==> src/rtl/seg7_onehot_encoder.sv <==
// Debounces a 7-segment pattern and encodes it to one-hot and binary hex digits,
// with blank/illegal flags, a valid/ready result handshake and a saturating error counter.
module seg7_onehot_encoder #(
  parameter int unsigned STABLE_CYCLES = 4
) (
  input  logic        clk,
  input  logic        rst,
  input  logic [6:0]  seg_in,
  input  logic        in_valid,
  input  logic        out_ready,
  output logic [15:0] onehot_out,
  output logic [3:0]  code_out,
  output logic        blank_out,
  output logic        err_out,
  output logic        out_valid,
  output logic [7:0]  err_count
);

  localparam logic [7:0] STABLE = 8'(STABLE_CYCLES);

  typedef enum logic [1:0] {IDLE, SETTLE, PRESENT} state_t;

  state_t     r_state;
  logic [7:0] r_count;
  logic [6:0] r_sample;

  logic       w_legal;
  logic [3:0] w_digit;
  logic       w_blank;
  logic       w_match;
  logic [7:0] w_count_nxt;
  logic       w_accept;

  always_comb begin
    w_legal = 1'b1;
    w_digit = '0;
    case (seg_in)
      7'h7E: w_digit = 4'h0;
      7'h30: w_digit = 4'h1;
      7'h6D: w_digit = 4'h2;
      7'h79: w_digit = 4'h3;
      7'h33: w_digit = 4'h4;
      7'h5B: w_digit = 4'h5;
      7'h5F: w_digit = 4'h6;
      7'h70: w_digit = 4'h7;
      7'h7F: w_digit = 4'h8;
      7'h7B: w_digit = 4'h9;
      7'h77: w_digit = 4'hA;
      7'h1F: w_digit = 4'hB;
      7'h4E: w_digit = 4'hC;
      7'h3D: w_digit = 4'hD;
      7'h4F: w_digit = 4'hE;
      7'h47: w_digit = 4'hF;
      default: w_legal = 1'b0;
    endcase
  end

  assign w_blank     = (seg_in == '0);
  assign w_match     = (seg_in == r_sample);
  assign w_count_nxt = r_count + 8'd1;

  // The accepted pattern always equals seg_in on the accepting edge, so decode seg_in directly.
  assign w_accept = in_valid &&
                    (((r_state == IDLE) && (STABLE == 8'd1)) ||
                     ((r_state == SETTLE) && w_match && (w_count_nxt == STABLE)));

  always_ff @(posedge clk or posedge rst) begin
    if (rst) begin
      r_state    <= IDLE;
      r_count    <= '0;
      r_sample   <= '0;
      onehot_out <= '0;
      code_out   <= '0;
      blank_out  <= 1'b0;
      err_out    <= 1'b0;
      out_valid  <= 1'b0;
      err_count  <= '0;
    end else begin
      case (r_state)
        IDLE: begin
          if (in_valid) begin
            r_sample <= seg_in;
            r_count  <= 8'd1;
            r_state  <= (STABLE == 8'd1) ? PRESENT : SETTLE;
          end
        end
        SETTLE: begin
          if (!in_valid) begin
            r_count <= '0;
            r_state <= IDLE;
          end else if (w_match) begin
            r_count <= w_count_nxt;
            if (w_count_nxt == STABLE) r_state <= PRESENT;
          end else begin
            r_sample <= seg_in;
            r_count  <= 8'd1;
          end
        end
        PRESENT: begin
          if (out_ready) begin
            out_valid <= 1'b0;
            r_count   <= '0;
            r_state   <= IDLE;
          end
        end
        default: r_state <= IDLE;
      endcase

      if (w_accept) begin
        out_valid  <= 1'b1;
        onehot_out <= w_legal ? (16'b1 << w_digit) : '0;
        code_out   <= w_legal ? w_digit : '0;
        blank_out  <= w_blank;
        err_out    <= !w_legal && !w_blank;
        if (!w_legal && !w_blank && (err_count != 8'hFF))
          err_count <= err_count + 8'd1;
      end
    end
  end

endmodule

==> config.mk <==
export PLATFORM = sky130hd
export DESIGN_NAME = seg7_onehot_encoder
export DESIGN_NICKNAME = d
export VERILOG_FILES = /design/src/rtl/seg7_onehot_encoder.sv
export SDC_FILE = /design/constraint.sdc
export NUM_CORES = 1
export LEC_CHECK = 0
export BUFFER_PORTS_ARGS = -buffer_cell sky130_fd_sc_hd__buf_2
export CAP_MARGIN = 20
export CORE_MARGIN = 2
export CORE_UTILIZATION = 45
export CTS_CLUSTER_DIAMETER = 100
export DETAILED_ROUTE_END_ITERATION = 12
export PLACE_DENSITY = 0.75
export SETUP_SLACK_MARGIN = 0.1
export SYNTH_ARGS = -nofsm -noshare
export SYNTH_HDL_FRONTEND = slang
export SYNTH_SLANG_ARGS = --single-unit
==> constraint.sdc <==
create_clock -name clk -period 2.15 [get_ports clk]
set_clock_uncertainty 0.05 [all_clocks]
set_input_delay 0.215 -clock clk [delete_from_list [all_inputs] [get_ports clk]]
set_output_delay 0.215 -clock clk [all_outputs]
set_load 0.01 [all_outputs]
==> results.ini <==
[detailed_routing]
via_per_inst = 5.46
drtIter0Drc = 139
wl_per_cell_um = 14.5
ant_nets = 0
first_pass_iters = 5
drc = 0
totalWireLength_mm = 6.41
vias = 2407

[clocking]
clkLatencyLatePin_ns = 0.29
clk_path_buf_depth = 2
cts_tree = built
cts-buffers-inserted = 5
numClockSinks = 48
path_clk_slew_ns = 0.09
clock_tree.root_cell = clkbuf_8
htreeDepth = 2

[worst_setup_path]
max_stage_delay_ns = 0.47
cpMostUsedCell = nand3_2
crit_path_max_fanout = 3
cpMaxStageDelayCell = or4b_4
arrival_ns = 2.34
cp.required_ns = 2.29
startpoint_type = flip-flop
rr_startpoint = r_count[1]$_DFFE_PP0P_
end_kind = flip-flop
worstRegToRegCells = 7
crit_start = r_count[1]$_DFFE_PP0P_
crit_type = flip-flop to flip-flop
path_cells = ha_1 > or4b_4 > nor4_4 > nand3_2 > nor3b_2 > nand3_2 > mux2_4

[yosys]
synthArstFlopShare_pct = 100
ys_ff_latch = 48
synth_edf_count = 0
netlist_instances = 278
yosysSeqAreaShare_pct = 42.8
yosys.cell_types.count = 60
synth_top_family_by_area = simple AND/OR/NAND/NOR gates
yosys.area_share.simple_pct = 26.3
syn-cell-area_mm2 = 0.00281
synthTopCellsByCount = dfrtp_1 (48), nand2_1 (42), o21ai_0 (24)
synthesis.nets = 295
ys_top_cells_by_area = dfrtp_1 (43%), nand2_1 (5.6%), o21ai_0 (4.3%)
synth_fa_ha_area_share_pct = 2.67
synth-compound-area-share_pct = 14.4
syn_area_per_cell_um2 = 10.1
synth_area_leader_cell = dfrtp_1
synth_ff_type = dfrtp_1
muxShareOfSynthArea_pct = 5.08
synth.most_common_cell = dfrtp_1
synth-xor-area-share_pct = 4.68
netlist.area_leader.share_pct = 42.8
yosys_warnings = 0

[floorplan]
num_io_pins = 42
die-width_um = 83.0
rows = 28
dieArea_mm2 = 0.00688
start_util_pct = 46.8
core_area_mm2 = 0.00599
dieHeight_um = 83.0

[status]
violations = setup timing
outcome = finished, violations left

[placement]
port_buffers = 41
dp_hpwl_mm = 4.86
placed_cell_area_mm2 = 0.00337
gp_congestion = 0.838

[timing]
max_freq_ghz = 0.455
slew-limit-headroom_pct = 61.1
period_minus_slack_ns = 2.20
worst_slack_ns = -0.0497
min_period_over_period_pct = 102
hold_violations = 0
drv_slew = 0
rsz0062_at_grt = true
finalSetupViolCount = 5
worst_pin_slew_ns = 0.582

[global_route]
grt_max_degree = 29
grt_pass1_vias = 2295
grt.total_usage_pct = 18.4
grt_overflow_total = 0
grt_pass1_wl_mm = 10.6
antenna_found_initial = 0

[hold_path]
holdCritStartpoint = out_ready
hold_path_depth = 4
hp-class = input port to flip-flop

[power_and_ir_drop]
power.density_mw_per_mm2 = 644
peakVddDrop_v = 0.000472
leakagePower_nw = 1.71

[cells_and_area]
utilization_pct = 59.9
nets = 382
final_area_mm2 = 0.00359
layout-drive-gt1-share_pct = 41.0
antenna-diode-count = 0
syn2layout_area_growth_pct = 27.9

[job]
cap_violations = 0

## routing by layer
metal	track usage [%]	part of all wire, %	wire length (µm)	vias up
li1	-	-	-	1177
met1	24.4	46	2930	1186
met2	31.2	51	3260	40
met3	3.38	2.9	185	4
met4	4.32	0.61	39	0
met5	0	0	0	-
## repair_timing
| item | in CTS | in global routing |
|---|---|---|
| setup endpoints to repair | 26 | 42 |
| hold endpoints to repair | 26 | 0 |
| setup buffers | 3 | 2 |
| hold buffers | 1 | 0 |
| pin swaps | 4 | 4 |
| gates resized for setup | 8 | 19 |
## logic make-up (layout without fill, tap and decap cells)
| group | Yosys count | after routing |
|---|---|---|
| simple gates | 117 | 117 |
| compound gates | 58 | 58 |
| flops | 48 | 48 |
| buf+inv | 22 | 110 |
| xor+xnor | 15 | 15 |
| mux | 12 | 12 |
| fa+ha+maj | 6 | 6 |
## registers in the layout, indices dropped and copies added, names as in the netlist
name	count
err_out	1
onehot_out	16
r_count	8
r_state	2
code_out	4
err_count	8
blank_out	1
out_valid	1
r_sample	7
## worst max-delay path, delay by kind of cell, from the launching register on
kind | cells | cell delay, ns
DFF | 1 | 0.37
and+or+nand+nor | 5 | 1.18
adders and majority gates | 1 | 0.17
muxes | 1 | 0.32
## path summary, 6_finish.rpt
path / slack (ns) / to
setup / recovery: -0.05 / err_count[1]$_DFFE_PP0P_
hold / removal: 0.17 / out_valid$_DFFE_PP0P_
setup reg to reg: -0.05 / err_count[1]$_DFFE_PP0P_
hold reg to reg: 0.43 / out_valid$_DFFE_PP0P_
max in group asynchronous: 1.00 / onehot_out[5]$_DFFE_PP0P_
min in group asynchronous: 0.47 / code_out[2]$_DFFE_PP0P_
## area by class of cell
cell class	instances	area, µm²
tap	75	93.8
multi-input combinational	208	1560
clock inverter	2	10.0
clock buffer	6	82.6
inverter	9	33.8
fill	500	2400
timing repair buffer	93	606
sequential	48	1200
## power by group
group | total [W] | internal, W | switching, W
registers | 0.00104 | 0.000989 | 0.0000543
logic | 0.000718 | 0.000346 | 0.000371
clock network | 0.000549 | 0.000257 | 0.000292
total | 0.00231 | 0.00159 | 0.000718
## layout by cell type, fill, tap and decap left out, drive strengths merged, types with 2 or more instances in the layout
cell type  count
a21o           3
a21oi          4
a311oi         2
a31oi          3
and3           4
buf           92
clkbuf         6
clkinv         2
dfrtp         48
ha             6
inv            9
mux2          12
nand2         44
nand2b         5
nand3         13
nand3b         2
nand4          5
nand4b         4
nand4bb        2
nor2          11
nor2b          4
nor3           3
nor4           5
nor4b          3
o21ai         28
o2bb2ai        2
o31ai          6
o41ai          2
or2            3
or3            3
or4            3
xnor2          7
xor2           8
## per-stage QoR
step | setup TNS, ns | std cells | setup slack [ns] | power [W] | hold WS [ns]
floorplan | 0 | 278 | 0.00348 | 0.00149 | 0.334
global placement | -0.0191 | 427 | -0.0191 | 0.00166 | 0.264
detailed placement | -0.439 | 427 | -0.0941 | 0.00169 | 0.263
CTS | -0.219 | 439 | -0.0635 | 0.00226 | 0.125
global route | -2.36 | 441 | -0.196 | 0.00245 | 0.175
finish | -0.167 | 441 | -0.0497 | 0.00231 | 0.166
Note: power is estimated with default switching activity, not from simulation.
